## config.mk

```make
export PLATFORM = sky130hd
export DESIGN_NAME = lcd_bus_reader
export DESIGN_NICKNAME = d
export VERILOG_FILES = /design/src/rtl/lcd_bus_reader.sv
export SDC_FILE = /design/constraint.sdc
export NUM_CORES = 1
export LEC_CHECK = 0
export ABC_AREA = 1
export CAP_MARGIN = 20
export CELL_PAD_IN_SITES_DETAIL_PLACEMENT = 1
export CELL_PAD_IN_SITES_GLOBAL_PLACEMENT = 1
export CORE_MARGIN = 1.5
export CORE_UTILIZATION = 37
export DETAILED_ROUTE_END_ITERATION = 7
export PLACE_DENSITY = 0.83
export SKIP_LAST_GASP = 1
export SLEW_MARGIN = 20
export SYNTH_ARGS = -nofsm -noshare
export SYNTH_HDL_FRONTEND = slang
export SYNTH_SLANG_ARGS = --single-unit
```

## constraint.sdc

```tcl
create_clock -name clk -period 1.5 [get_ports clk]
set_input_delay 0.3 -clock clk [delete_from_list [all_inputs] [get_ports clk]]
set_output_delay 0.3 -clock clk [all_outputs]
set_load 0.02 [all_outputs]
```

## src/rtl/lcd_bus_reader.sv

```systemverilog
// lcd_bus_reader
//   Read-side engine for an HD44780 character-LCD bus. Performs one RW=1
//   bus cycle, reading either the status byte (BF + AC) or one DDRAM/CGRAM
//   data byte. It can optionally re-poll status until BF=0 or MAX_POLLS.
//   The result is returned to the requester as a one-cycle rd_valid pulse.
//
// Ports
//   clk, reset_n      : system clock; asynchronous active-low reset
//   rd_req            : start request, sampled only when idle
//   rd_rs             : 0 = status read, 1 = data read (latched on accept)
//   rd_wait           : poll status until BF=0 (ignored for data reads)
//   rd_busy           : transaction in progress (after accept, until done)
//   rd_valid          : one-cycle result strobe
//   rd_data           : captured byte, held until the next capture
//   rd_timeout        : with rd_valid, poll limit reached while still busy
//   lcd_data_in       : LCD data bus, read direction
//   bus_own           : reader drives RS/RW/E; top level releases LCD_DATA
//   lcd_e, lcd_rs,
//   lcd_rw            : LCD control strobes
module lcd_bus_reader #(
   parameter int unsigned SETUP_CYC  = 2,
   parameter int unsigned E_HIGH_CYC = 12,
   parameter int unsigned SAMPLE_CYC = 10,
   parameter int unsigned HOLD_CYC   = 2,
   parameter int unsigned GAP_CYC    = 13,
   parameter int unsigned MAX_POLLS  = 255
) (
   input  logic       clk,
   input  logic       reset_n,
   input  logic       rd_req,
   input  logic       rd_rs,
   input  logic       rd_wait,
   output logic       rd_busy,
   output logic       rd_valid,
   output logic [7:0] rd_data,
   output logic       rd_timeout,
   input  logic [7:0] lcd_data_in,
   output logic       bus_own,
   output logic       lcd_e,
   output logic       lcd_rs,
   output logic       lcd_rw
);

   typedef enum logic [2:0] {
      ST_IDLE,
      ST_SETUP,
      ST_EHIGH,
      ST_HOLD,
      ST_GAP,
      ST_DONE
   } state_t;

   state_t      state;
   state_t      state_nxt;
   logic [15:0] cnt;
   logic [7:0]  poll_cnt;
   logic [7:0]  data_q;
   logic        rs_q;
   logic        wait_q;
   logic        sample_now;

   // capture happens on the edge that ends E-high cycle SAMPLE_CYC
   assign sample_now = (state == ST_EHIGH) && (cnt == 16'(SAMPLE_CYC - 1));

   always_ff @(posedge clk or negedge reset_n) begin
      if (!reset_n) begin
         state <= ST_IDLE;
      end else begin
         state <= state_nxt;
      end
   end

   always_comb begin
      state_nxt = state;
      case (state)
         ST_IDLE:  if (rd_req) state_nxt = ST_SETUP;
         ST_SETUP: if (cnt == 16'(SETUP_CYC - 1)) state_nxt = ST_EHIGH;
         ST_EHIGH: if (cnt == 16'(E_HIGH_CYC - 1)) state_nxt = ST_HOLD;
         ST_HOLD: begin
            if (cnt == 16'(HOLD_CYC - 1)) begin
               // poll_cnt already includes the poll that just finished
               if (wait_q && data_q[7] && (poll_cnt < 8'(MAX_POLLS)))
                  state_nxt = ST_GAP;
               else
                  state_nxt = ST_DONE;
            end
         end
         ST_GAP:   if (cnt == 16'(GAP_CYC - 1)) state_nxt = ST_SETUP;
         ST_DONE:  state_nxt = ST_IDLE;
         default:  state_nxt = ST_IDLE;
      endcase
   end

   // phase counter restarts whenever the state changes
   always_ff @(posedge clk or negedge reset_n) begin
      if (!reset_n) begin
         cnt <= '0;
      end else if (state_nxt != state) begin
         cnt <= '0;
      end else begin
         cnt <= cnt + 16'd1;
      end
   end

   always_ff @(posedge clk or negedge reset_n) begin
      if (!reset_n) begin
         rs_q     <= 1'b0;
         wait_q   <= 1'b0;
         poll_cnt <= '0;
         data_q   <= '0;
      end else begin
         if (state == ST_IDLE && rd_req) begin
            rs_q     <= rd_rs;
            wait_q   <= rd_wait & ~rd_rs;
            poll_cnt <= '0;
         end
         if (sample_now) begin
            data_q <= lcd_data_in;
            if (poll_cnt != 8'(MAX_POLLS))
               poll_cnt <= poll_cnt + 8'd1;
         end
      end
   end

   // outputs decode directly from registers only
   assign bus_own    = (state == ST_SETUP) || (state == ST_EHIGH) ||
                       (state == ST_HOLD)  || (state == ST_GAP);
   assign lcd_rw     = bus_own;
   assign lcd_rs     = bus_own & rs_q;
   assign lcd_e      = (state == ST_EHIGH);
   assign rd_busy    = bus_own;
   assign rd_valid   = (state == ST_DONE);
   assign rd_timeout = (state == ST_DONE) & wait_q & data_q[7];
   assign rd_data    = data_q;

endmodule
```

==> run summary, run 1 <==
The clock network latency to the later pin of the worst-skew pair is 0.31 ns. The half-perimeter wire length after placement is 4791 um. The routing usage on met3 came out at 5.057%. The first-pass detailed-route iteration total is 4. The final reports fail on setup timing.

For the pin with the worst max-slew slack, the measured transition is 0.4781 ns. The signal on the critical path passes through buf_4, buf_4, nand3_2, nor2_2, nand3_2, nand2_4, nor2_4, nand2_2, nand2_2, nand2_4, nand2_8, nor2_4. The routed layout has 2351 vias.

The global-route track usage on met1 came out at 31.93%. The sum of overflow across all layers after global routing came out at 0. The footprint of the multi-input gates is 1431 sq um.

The non-filler instance count after layout came out at 436. The shortest period the worst path allows is 1.879 ns. The type of origin of the critical path is a register. The top-level port count is 28.

The final hold violation count came out at 0. The count of unresolved DRC violations after routing came out at 0. The netlist area before placement is 2135 sq um. The number of violations reported at the end of detailed-routing iteration 0 came out at 195. The H-tree depth came out at 2.

The ratio of total power to cell area is 1391 nW/um^2. The clock slew seen by the registers of the worst setup and hold paths is 0.09 ns. The detail route stage leaves a number of antenna-violating nets equal to 0.

The leakage power summed over all cells came out at 1.579 nW. The peak fanout along the critical path is 8. Across the routed clock network, the largest skew measured is 0.01538 ns.

The number of rows created at floorplan is 27. VDD sags by at most 0.9148 mV. The final worst-path cycle share came out at 125.3%.

STA puts the critical path data required time at 1.73 ns. Setup violations remaining at the end of the flow were counted as 43. The run finished, with violations left. The mean area per synthesized cell came out at 8.404 sq um.

The area of the die is 6234 sq um. Data arrives at the worst endpoint at 2.11 ns. The number of antenna diodes came out at 0. The net count of the finished layout is 381.

The number of buffers on the longest clock path came out at 2. The number of placed cells counting well taps is 409. The pin count of the biggest net entering global routing is 38.

The first global-routing pass estimated 13390 um of wire. The cell type of the slowest stage on the worst timing path is sky130_fd_sc_hd__dfrtp_1. The sequential cell area fraction in the yosys report is 43.38%. The number of cells produced by synthesis came out at 254.

The setup path with the least slack is of type reg2reg. The slack of the critical path is -0.3792 ns. The ratio of cells with drive above 1 in the final layout came out at 53.85%. The per-cell routed wire length is 21.90 um.

The number of global-route vias before repair came out at 2549. The layer carrying the most global-route usage is met2. For this configuration, the core starts out at a cell density of 38.53%. The die is 78.96 um tall. The number of antenna violations at the first check in global routing is 0. The peak per-stage delay on the critical path is 0.40 ns. Wires add up to 9547 um. The floorplan step set the die width to 78.96 um.

The number of inserted filler cells in the final layout is 623. Across the run, the number of max-cap violations was 0. The register bit count reported by yosys came out at 37. CTS placed an instance of sky130_fd_sc_hd__clkbuf_8 at the clock tree root. The sequential standard cell area came out at 928.4 sq um. TritonCTS built the clock tree. Setup repair after global routing could not meet its margin everywhere. In this run the tightest slew margin relative to its limit is 67.83%. At the placement stage, the worst setup path has a slack of -0.4402 ns. The path class of the tightest hold or removal check is in2async.

Global routing consumed, on the met2 layer, 53.88% of the routing resources. CTS saw 37 sinks. The post-route worst hold slack is 0.4813 ns.

The routability-driven placement congestion ratio came out at 0.8632. The number of buffer cells added on primary ports came out at 27. The number of unique standard cell types used by synthesis came out at 34. The clock buffer count from CTS came out at 5.

STA classifies the critical path endpoint as a register. The max-slew violation count came out at 0. The number of warning messages in the yosys log came out at 0. The post-synthesis net count came out at 271.

The overall fraction of global-route tracks in use is 29.09%. The core region area came out at 5540 sq um. The maximum clock frequency came out at 532.1 MHz. After detailed routing, the number of vias per cell comes to 5.392. Compared with the post-synthesis result, the final layout area differs by 68.76%.
## layout make-up
type	count	area share, %
multi-input combinational	176	39.74
sequential	37	25.77
timing repair buffer	107	25.63
inverter	37	3.960
tap	72	2.501
clock buffer	7	2.397
## power breakdown
part | internal (mW) | leakage (nW) | switching, mW | total [mW]
sequential | 1.10 | 0.486 | 0.0973 | 1.20
clock | 0.365 | 0.0443 | 0.384 | 0.749
combinational | 1.24 | 1.05 | 1.82 | 3.07
## cell families after synthesis
logic type               count (synthesis)  share of synthesized area, %
adder cells (fa/ha/maj)                  4                         2.345
buffers and inverters                   42                         8.909
AO/OA/AOI/OAI                           16                         4.631
multiplexers                             8                         4.221
AND/OR/NAND/NOR                        132                         30.36
flip-flops                              37                         43.38
XOR/XNOR                                15                         6.155
## state kept, by name, summed over array words and instances (netlist names)
register	flops
cnt	16
poll_cnt	8
rd_data	8
state	3
rs_q	1
wait_q	1
## timing repair
| action | in CTS | in global routing |
|---|---|---|
| hold buffers | 1 | 0 |
| pin swaps | 20 | 13 |
| resized for setup | 106 | 48 |
| cloned | 1 | 1 |
| setup buffers | 8 | 10 |
| endpoints found under the hold margin | 37 | 0 |
| endpoints found under the setup margin | 49 | 43 |
## synth_stat cells
master	n	area share [%]
sky130_fd_sc_hd__ha_1	4	2.3
sky130_fd_sc_hd__nand3_1	20	4.7
sky130_fd_sc_hd__nor3_1	9	2.1
sky130_fd_sc_hd__nand4_1	3	0.88
sky130_fd_sc_hd__o21ai_1	1	0.23
sky130_fd_sc_hd__a21oi_1	5	1.2
sky130_fd_sc_hd__xor2_1	13	5.3
sky130_fd_sc_hd__buf_4	2	0.70
sky130_fd_sc_hd__nor2_4	1	0.53
sky130_fd_sc_hd__buf_2	1	0.23
sky130_fd_sc_hd__nor2_1	31	5.5
sky130_fd_sc_hd__a22o_1	1	0.41
sky130_fd_sc_hd__o21ai_0	3	0.70
sky130_fd_sc_hd__inv_1	36	6.3
sky130_fd_sc_hd__a21oi_2	1	0.41
sky130_fd_sc_hd__buf_6	1	0.53
sky130_fd_sc_hd__nor4_1	6	1.8
sky130_fd_sc_hd__dfrtp_1	37	43
sky130_fd_sc_hd__nand2_2	3	0.88
sky130_fd_sc_hd__o31ai_1	1	0.35
sky130_fd_sc_hd__o22ai_1	1	0.29
sky130_fd_sc_hd__nor2_8	1	0.94
sky130_fd_sc_hd__a31oi_1	1	0.29
sky130_fd_sc_hd__a22oi_1	1	0.35
sky130_fd_sc_hd__inv_2	1	0.18
sky130_fd_sc_hd__nand2_1	41	7.2
sky130_fd_sc_hd__buf_12	1	0.94
sky130_fd_sc_hd__nor3_2	1	0.47
sky130_fd_sc_hd__nor2_2	13	3.8
sky130_fd_sc_hd__nand2_4	2	1.1
sky130_fd_sc_hd__xnor2_1	2	0.82
sky130_fd_sc_hd__o32ai_1	1	0.41
sky130_fd_sc_hd__mux2_2	8	4.2
sky130_fd_sc_hd__nand4_2	1	0.59
## critical path, delay by kind of cell, from the launching register on
kind / cells / cell delay (ns)
buf+inv: 2 / 0.26
flops: 1 / 0.40
simple gates: 10 / 1.15
## metrics by stage
| stage | power, mW | instance area [sq um] | TNS (ns) | util (%) |
|---|---|---|---|---|
| 2_1_floorplan | 2.330 | 2165 | -0.8345 | - |
| 3_3_place_gp | 2.935 | 2952 | -5.993 | 53.27 |
| 3_5_place_dp | 3.065 | 2952 | -11.14 | 53.27 |
| 4_1_cts | 4.421 | 3331 | -5.504 | 60.12 |
| 5_1_grt | 5.216 | 3602 | -13.60 | 65.02 |
| 6_report | 5.012 | 3602 | -10.92 | 65.02 |
## cells in the final DEF (no fill, tap or decap), types with 2 or more instances in the layout
cell type,instances
sky130_fd_sc_hd__inv_1,26
sky130_fd_sc_hd__mux2_2,8
sky130_fd_sc_hd__nand2_4,8
sky130_fd_sc_hd__nand4_1,3
sky130_fd_sc_hd__nor3_4,3
sky130_fd_sc_hd__nand3_4,2
sky130_fd_sc_hd__buf_2,2
sky130_fd_sc_hd__dlygate4sd2_1,8
sky130_fd_sc_hd__dfrtp_1,35
sky130_fd_sc_hd__a21oi_2,2
sky130_fd_sc_hd__inv_2,10
sky130_fd_sc_hd__dfrtp_2,2
sky130_fd_sc_hd__clkbuf_8,6
sky130_fd_sc_hd__nor2_1,14
sky130_fd_sc_hd__a21oi_1,3
sky130_fd_sc_hd__nor3_1,4
sky130_fd_sc_hd__nor4_1,5
sky130_fd_sc_hd__nand2_1,27
sky130_fd_sc_hd__buf_4,67
sky130_fd_sc_hd__clkdlybuf4s50_1,11
sky130_fd_sc_hd__nor3_2,3
sky130_fd_sc_hd__nor2_4,16
sky130_fd_sc_hd__buf_12,2
sky130_fd_sc_hd__xnor2_1,2
sky130_fd_sc_hd__nand3_1,10
sky130_fd_sc_hd__buf_6,15
sky130_fd_sc_hd__xor2_1,12
sky130_fd_sc_hd__ha_2,2
sky130_fd_sc_hd__nand2_8,2
sky130_fd_sc_hd__ha_4,2
sky130_fd_sc_hd__nand2_2,10
sky130_fd_sc_hd__nor2_2,15
sky130_fd_sc_hd__nand3_2,8
## per-layer routing
layer / part of all wire, % / up-vias
met5: 0 / -
met3: 4.9 / 41
met2: 52 / 101
li1: - / 1031
met4: 5.3 / 0
met1: 37 / 1178
## worst paths after layout
path | start | endpoint | slack, ns | depth (start not counted)
setup / recovery | cnt[3] | cnt[2] | -0.38 | 12
hold / removal | reset_n | state[1] | 0.48 | 3
setup reg to reg | cnt[3] | cnt[2] | -0.38 | 12
hold reg to reg | rd_data[3] | rd_data[3] | 0.51 | 1
max in group asynchronous | reset_n | cnt[0] | 0.81 | 3
min in group clk | rd_data[3] | rd_data[3] | 0.51 | 1
Power figures use the tool's default switching activity.
==> inputs of run 2 (changes only) <==
Settings changed: PLACE_DENSITY 0.83 to 0.74.
==> run summary, run 2 (synthesis results as in run 1) <==
Outcome: finished with violations (unchanged). Violations in the final reports: setup timing (unchanged). The core region area came out at 5540 sq um (unchanged). The leakage power summed over all cells came out at 1.509 nW (was 1.579 nW). The wire length on met3 came out at 219 um (was 472 um). The count of unresolved DRC violations after routing came to 0 (unchanged).

The type of origin of the critical path is a register (unchanged). The critical path arrival came out at 2.05 ns (was 2.11 ns). The number of global-route vias before repair was 2431 (was 2549). The endpoint of the worst register-to-register path is cnt[4] (was cnt[2]).

The number of nets in the layout is 375 (was 381). The number of buffer cells added on primary ports was 27 (unchanged). The ratio of total power to cell area is 1381 nW/um^2 (was 1391 nW/um^2). The number of rows created at floorplan came out at 27 (unchanged). The highest metal layer with signal wires is met4 (unchanged). The post-place setup slack came to -0.3726 ns (was -0.4402 ns).

The total power came out at 4.664 mW (was 5.012 mW). The number of violations reported at the end of detailed-routing iteration 0 came to 94 (was 195). The maximum clock frequency was 546.9 MHz (was 532.1 MHz). The initial standard-cell utilization of the core came out at 38.53% (unchanged).

The total via count after detailed routing is 2163 (was 2351). The register-to-register setup slack came out at -0.33 ns (was -0.38 ns). The clock slew seen by the registers of the worst setup and hold paths is 0.08 ns (was 0.09 ns). The area growth from synthesis to final layout is 58.26% (was 68.76%). The classification of the worst-slack hold path is in2async (unchanged). The area of the die came out at 6234 sq um (unchanged). The root buffer cell is sky130_fd_sc_hd__clkbuf_8 (unchanged). The largest register by flop count was cnt (unchanged). The startpoint-to-endpoint class of the critical path is reg2reg (unchanged). The y dimension of the die came out at 78.96 um (unchanged). The die width came out at 78.96 um (unchanged). The final antenna-violating net count is 0 (unchanged). The clock network latency to the later pin of the worst-skew pair is 0.29 ns (was 0.31 ns). The TritonCTS clock tree is built (unchanged). Most frequent cells in the layout: sky130_fd_sc_hd__buf_4, sky130_fd_sc_hd__dfrtp_1, sky130_fd_sc_hd__nand2_1 (unchanged). The core utilization of the finished layout is 60.98% (was 65.02%). The peak fanout along the critical path came out at 8 (unchanged). The routability-driven placement congestion ratio came out at 0.8361 (was 0.8632).

The pin count of the biggest net entering global routing is 22 (was 38). The overall fraction of global-route tracks in use is 23.98% (was 29.09%). The number of antenna diodes was 0 (unchanged). The H-tree depth is 2 (unchanged). The number of sinks handled by clock tree synthesis came out at 37 (unchanged). The depth of the worst register-to-register path is 13 (was 12). The final hold violation count came out at 0 (unchanged).

The source of the worst register-to-register timing path is state[0] (was cnt[3]). The ratio of cells with drive above 1 in the final layout is 44.69% (was 53.85%). The type of element capturing the critical path is a register (unchanged). The routed length on met1 is 3148 um (was 3557 um). The met2 layer wire length in the routed design is 4044 um (was 5010 um). The final worst-path cycle share is 121.9% (was 125.3%). The maximum ir drop on the vdd rail came out at 0.5755 mV (was 0.9148 mV). The worst path required time is 1.72 ns (was 1.73 ns). The end point of the critical path was cnt[4] (was cnt[2]). The accumulated negative setup slack came out at -10.20 ns (was -10.92 ns).

The number of buffers on the longest clock path is 2 (unchanged). The critical path startpoint is state[0] (was cnt[3]). The wire length of the first global-routing pass is 11560 um (was 13390 um). The slack of the critical path came out at -0.3286 ns (was -0.3792 ns).

The measured slew at the worst slew-check pin is 0.4340 ns (was 0.4781 ns). The total wirelength of the detailed-routed design came out at 7609 um (was 9547 um). The post-route worst hold slack came out at 0.4796 ns (was 0.4813 ns). The most common library cell in the layout ignoring fill and taps was sky130_fd_sc_hd__buf_4 (unchanged).

The number of antenna violations at the first check in global routing is 0 (unchanged). The sum of overflow across all layers after global routing is 0 (unchanged). RSZ-0062 raised after global routing: yes (unchanged). The first-pass detailed-route iteration total is 4 (unchanged).

The per-cell via count in the routed design is 5.030 (was 5.392). The max-slew violation count is 0 (unchanged). The max-capacitance violation count came out at 0 (unchanged). The flip-flop count of the largest register, all copies and words added is 16 (unchanged). The clock buffer count from CTS is 5 (unchanged). The half-perimeter wire length after placement is 4544 um (was 4791 um).

The per-cell routed wire length is 17.70 um (was 21.90 um). The worst slew margin relative to its limit is 70.80% (was 67.83%). The shortest period the worst path allows is 1.829 ns (was 1.879 ns). The top-level port count came to 28 (unchanged). The total setup violations reported at the end of the flow is 41 (was 43). The worst clock skew on the final layout is 0.008862 ns (was 0.01538 ns).
run 2: cell type report:
cell class / instances / area [sq um]
clock buffers: 7 / 86.33
fillers: 643 / 2162
inverters: 37 / 143.9
multi-input cells: 176 / 1290
flip-flops and latches: 37 / 928.4
well taps: 72 / 90.09
repair buffers: 101 / 839.6
run 2: timing repair:
action,in CTS,in global routing
endpoints found under the hold margin,16,0
pin swaps,8,12
setup endpoints to repair,48,44
hold buffers,1,0
gates resized for setup,74,40
cloned,2,0
buffers inserted,4,4
run 2: worst max-delay path: stages, from the launching register on:
cell and delay [ns]:
sky130_fd_sc_hd__dfrtp_1 0.39, sky130_fd_sc_hd__inv_2 0.09, sky130_fd_sc_hd__buf_6 0.11, sky130_fd_sc_hd__nand3_4 0.11, sky130_fd_sc_hd__buf_6 0.15, sky130_fd_sc_hd__nor2_1 0.12
sky130_fd_sc_hd__nand3_1 0.13, sky130_fd_sc_hd__nand2_2 0.11, sky130_fd_sc_hd__nor2_4 0.05, sky130_fd_sc_hd__nand2_2 0.07, sky130_fd_sc_hd__nand2_2 0.06, sky130_fd_sc_hd__nand2_4 0.12
sky130_fd_sc_hd__nand2_8 0.12, sky130_fd_sc_hd__nor2_1 0.11
run 2: worst min path at each step:
stage / depth (start not counted) / start / slack [ns] / end
2_1_floorplan: 0 / reset_n / 0.004 / cnt[0]
3_3_place_gp: 1 / reset_n / 0.26 / rd_data[1]
3_5_place_dp: 1 / reset_n / 0.26 / rd_data[1]
4_1_cts: 2 / reset_n / 0.49 / rd_data[7]
5_1_grt: 1 / rd_data[2] / 0.51 / rd_data[2]
6_report: 2 / reset_n / 0.48 / rd_data[7]
run 2: routing by layer:
metal  up-vias  GRT usage (%)
li1       1018              -
met1      1074          27.88
met2        53          41.98
met3        18          4.828
met4         0          11.75
met5         -              0
run 2: metrics by stage:
stage,std cells,cell area (sq um)
global placement,412,2962
global route,430,3378
CTS,426,3196
detailed placement,412,2962
finish,430,3378
floorplan,254,2165
run 2: power breakdown:
group / total (mW) / internal (mW) / leakage [nW] / switching (mW)
Clock: 0.722 / 0.365 / 0.0443 / 0.357
Combinational: 2.75 / 1.09 / 0.979 / 1.66
Sequential: 1.19 / 1.10 / 0.486 / 0.0919
==> inputs of run 3 (changes only) <==
Settings changed: GPL_TIMING_DRIVEN from default to 0.
==> run summary, run 3 (synthesis results as in run 1) <==
The number of sinks handled by clock tree synthesis was 37 (unchanged). The max-slew violation count is 0 (unchanged). The die width came out at 78.96 um (unchanged). The number of rows created at floorplan is 27 (unchanged). The sum of overflow across all layers after global routing is 0 (unchanged). The number of nets in the layout is 362 (was 375).

The core region area came out at 5540 sq um (unchanged). The final antenna-violating net count came out at 0 (unchanged). The routed length on met1 is 3236 um (was 3148 um). The source of the worst register-to-register timing path was cnt[7] (was state[0]). The worst clock skew on the final layout came out at 0.003510 ns (was 0.008862 ns).

The largest register by flop count was cnt (unchanged). The total power came out at 4.903 mW (was 4.664 mW). The post-place setup slack came out at -0.5563 ns (was -0.3726 ns).

The type of element capturing the critical path is a register (unchanged). The measured slew at the worst slew-check pin came to 0.5245 ns (was 0.4340 ns). The slack of the critical path came out at -0.4195 ns (was -0.3286 ns). The number of antenna diodes is 0 (unchanged). The clock slew seen by the registers of the worst setup and hold paths came to 0.08 ns (about the same).

The overall fraction of global-route tracks in use is 23.29% (was 23.98%). The routability-driven placement congestion ratio came out at 0.8277 (was 0.8361). The max-capacitance violation count was 0 (unchanged).

The number of buffer cells added on primary ports is 27 (unchanged). The register-to-register setup slack is -0.42 ns (was -0.33 ns). The root buffer cell is sky130_fd_sc_hd__clkbuf_8 (unchanged).

The per-cell routed wire length is 20.87 um (was 17.70 um). The shortest period the worst path allows came out at 1.919 ns (was 1.829 ns). The post-route worst hold slack is 0.4292 ns (was 0.4796 ns). The final worst-path cycle share came out at 128.0% (was 121.9%).

The H-tree depth came out at 2 (unchanged). The area of the die came out at 6234 sq um (unchanged). The number of inserted filler cells in the final layout is 644 (was 643).

The placed standard-cell area is 2540 sq um (was 2962 sq um). The count of unresolved DRC violations after routing is 0 (unchanged). RSZ-0062 raised after global routing: yes (unchanged). The top-level port count came out at 28 (unchanged).

The sequential standard cell area was 929.6 sq um (was 928.4 sq um). The accumulated negative setup slack came to -12.44 ns (was -10.20 ns). The final cell area excluding filler cells came out at 3415 sq um (was 3378 sq um). The total via count after detailed routing is 2262 (was 2163). The maximum ir drop on the vdd rail is 0.8997 mV (was 0.5755 mV). The half-perimeter wire length after placement is 3683 um (was 4544 um).

The ratio of total power to cell area was 1436 nW/um^2 (was 1381 nW/um^2). The TritonCTS clock tree is built (unchanged). The startpoint-to-endpoint class of the critical path is reg2reg (unchanged). The clock network latency to the later pin of the worst-skew pair came out at 0.30 ns (was 0.29 ns). The endpoint of the worst register-to-register path is cnt[0] (was cnt[4]). The first-pass detailed-route iteration total came out at 4 (unchanged).

The met2 layer wire length in the routed design is 4558 um (was 4044 um). The wire length on met3 is 424 um (was 219 um). The critical path arrival was 2.15 ns (was 2.05 ns). The flip-flop count of the largest register, all copies and words added was 16 (unchanged). The most common library cell in the layout ignoring fill and taps was sky130_fd_sc_hd__buf_4 (unchanged).

The number of buffers on the longest clock path came out at 2 (unchanged). The area growth from synthesis to final layout is 59.96% (was 58.26%). The depth of the worst register-to-register path came out at 13 (unchanged). Most frequent cells in the layout: sky130_fd_sc_hd__buf_4, sky130_fd_sc_hd__dfrtp_1, sky130_fd_sc_hd__nand2_1 (unchanged).

The y dimension of the die is 78.96 um (unchanged). The type of origin of the critical path is a register (unchanged). The clock buffer count from CTS came out at 5 (unchanged). The worst slew margin relative to its limit was 64.76% (was 70.80%). The maximum clock frequency came to 521.0 MHz (was 546.9 MHz). The classification of the worst-slack hold path was in2async (unchanged). The peak fanout along the critical path came out at 6 (was 8). The number of global-route vias before repair is 2225 (was 2431). The wire length of the first global-routing pass is 11000 um (was 11560 um). The ratio of cells with drive above 1 in the final layout is 47.69% (was 44.69%). The number of violations reported at the end of detailed-routing iteration 0 came out at 143 (was 94). The final hold violation count was 0 (unchanged). Violations in the final reports: setup timing (unchanged).

The worst path required time is 1.73 ns (was 1.72 ns). The initial standard-cell utilization of the core came to 38.53% (unchanged). The footprint of the multi-input gates is 1318 sq um (was 1290 sq um).

Outcome: finished with violations (unchanged). The number of antenna violations at the first check in global routing was 0 (unchanged). The total setup violations reported at the end of the flow came out at 43 (was 41). The per-cell via count in the routed design came out at 5.411 (was 5.030). The leakage power summed over all cells came out at 1.477 nW (was 1.509 nW). The total wirelength of the detailed-routed design is 8725 um (was 7609 um). The highest metal layer with signal wires is met4 (unchanged). The pin count of the biggest net entering global routing is 26 (was 22).
## run 3: changes by cell type in the layout (fill, tap and decap cells not counted), moves of 5 or more
cell,before,now
sky130_fd_sc_hd__nor2_4,16,10
sky130_fd_sc_hd__nor2_2,6,17
sky130_fd_sc_hd__nor2_1,23,18
sky130_fd_sc_hd__buf_6,11,24
sky130_fd_sc_hd__buf_4,64,39
## run 3: critical path, cell delays in order, from the launching register on
cell	delay, ns
sky130_fd_sc_hd__dfrtp_1	0.39
sky130_fd_sc_hd__nor2_1	0.16
sky130_fd_sc_hd__nand2_2	0.16
sky130_fd_sc_hd__buf_6	0.17
sky130_fd_sc_hd__inv_2	0.08
sky130_fd_sc_hd__nand3_1	0.14
sky130_fd_sc_hd__nand2_2	0.12
sky130_fd_sc_hd__nor2_2	0.05
sky130_fd_sc_hd__nand2_1	0.10
sky130_fd_sc_hd__nand2_1	0.07
sky130_fd_sc_hd__nand2_2	0.08
sky130_fd_sc_hd__nand2_4	0.07
sky130_fd_sc_hd__buf_12	0.16
sky130_fd_sc_hd__nor2_4	0.10
## run 3: worst max path at each step
stage / startpoint / end / slack, ns
after floorplan: cnt[9] / cnt[13] / -0.08
after global placement: reset_n / state[2] / -0.85
after detailed placement: state[0] / rd_busy / -0.56
after CTS: state[0] / rd_busy / -0.25
after global routing: cnt[6] / cnt[11] / -0.56
final: cnt[7] / cnt[0] / -0.42
## run 3: per-layer routing
layer  global-route usage (%)  vias up
met5                        0        -
met4                    9.123        0
met3                    4.713       39
met2                    39.83       93
met1                    28.81     1135
li1                         -      995
## run 3: area by class of cell
cell class	instances	share of cell area, %
Tap cell	72	2.638
Sequential cell	37	27.23
Inverter	37	4.434
Clock buffer	6	2.125
Buffer	5	1.722
Multi-Input combinational cell	175	38.59
Timing Repair Buffer	84	22.98
Clock inverter	2	0.2931
## run 3: power by group
part / switching [mW] / internal [mW] / total, mW / leakage (nW)
registers: 0.0955 / 1.10 / 1.20 / 0.484
clock network: 0.387 / 0.323 / 0.710 / 0.0450
logic: 1.67 / 1.33 / 3.00 / 0.948
## run 3: stage by stage
stage | util, % | instances
floorplan | - | 254
global placement | 45.57 | 353
detailed placement | 45.84 | 354
CTS | 56.75 | 401
global route | 61.63 | 418
finish | 61.63 | 418
## run 3: timing repair
item / CTS / global route
cloned: 1 / 0
setup buffers: 37 / 18
endpoints found under the setup margin: 47 / 39
endpoints found under the hold margin: 12 / 0
gates resized for setup: 99 / 46
hold buffers: 1 / 0
pin swaps: 9 / 13
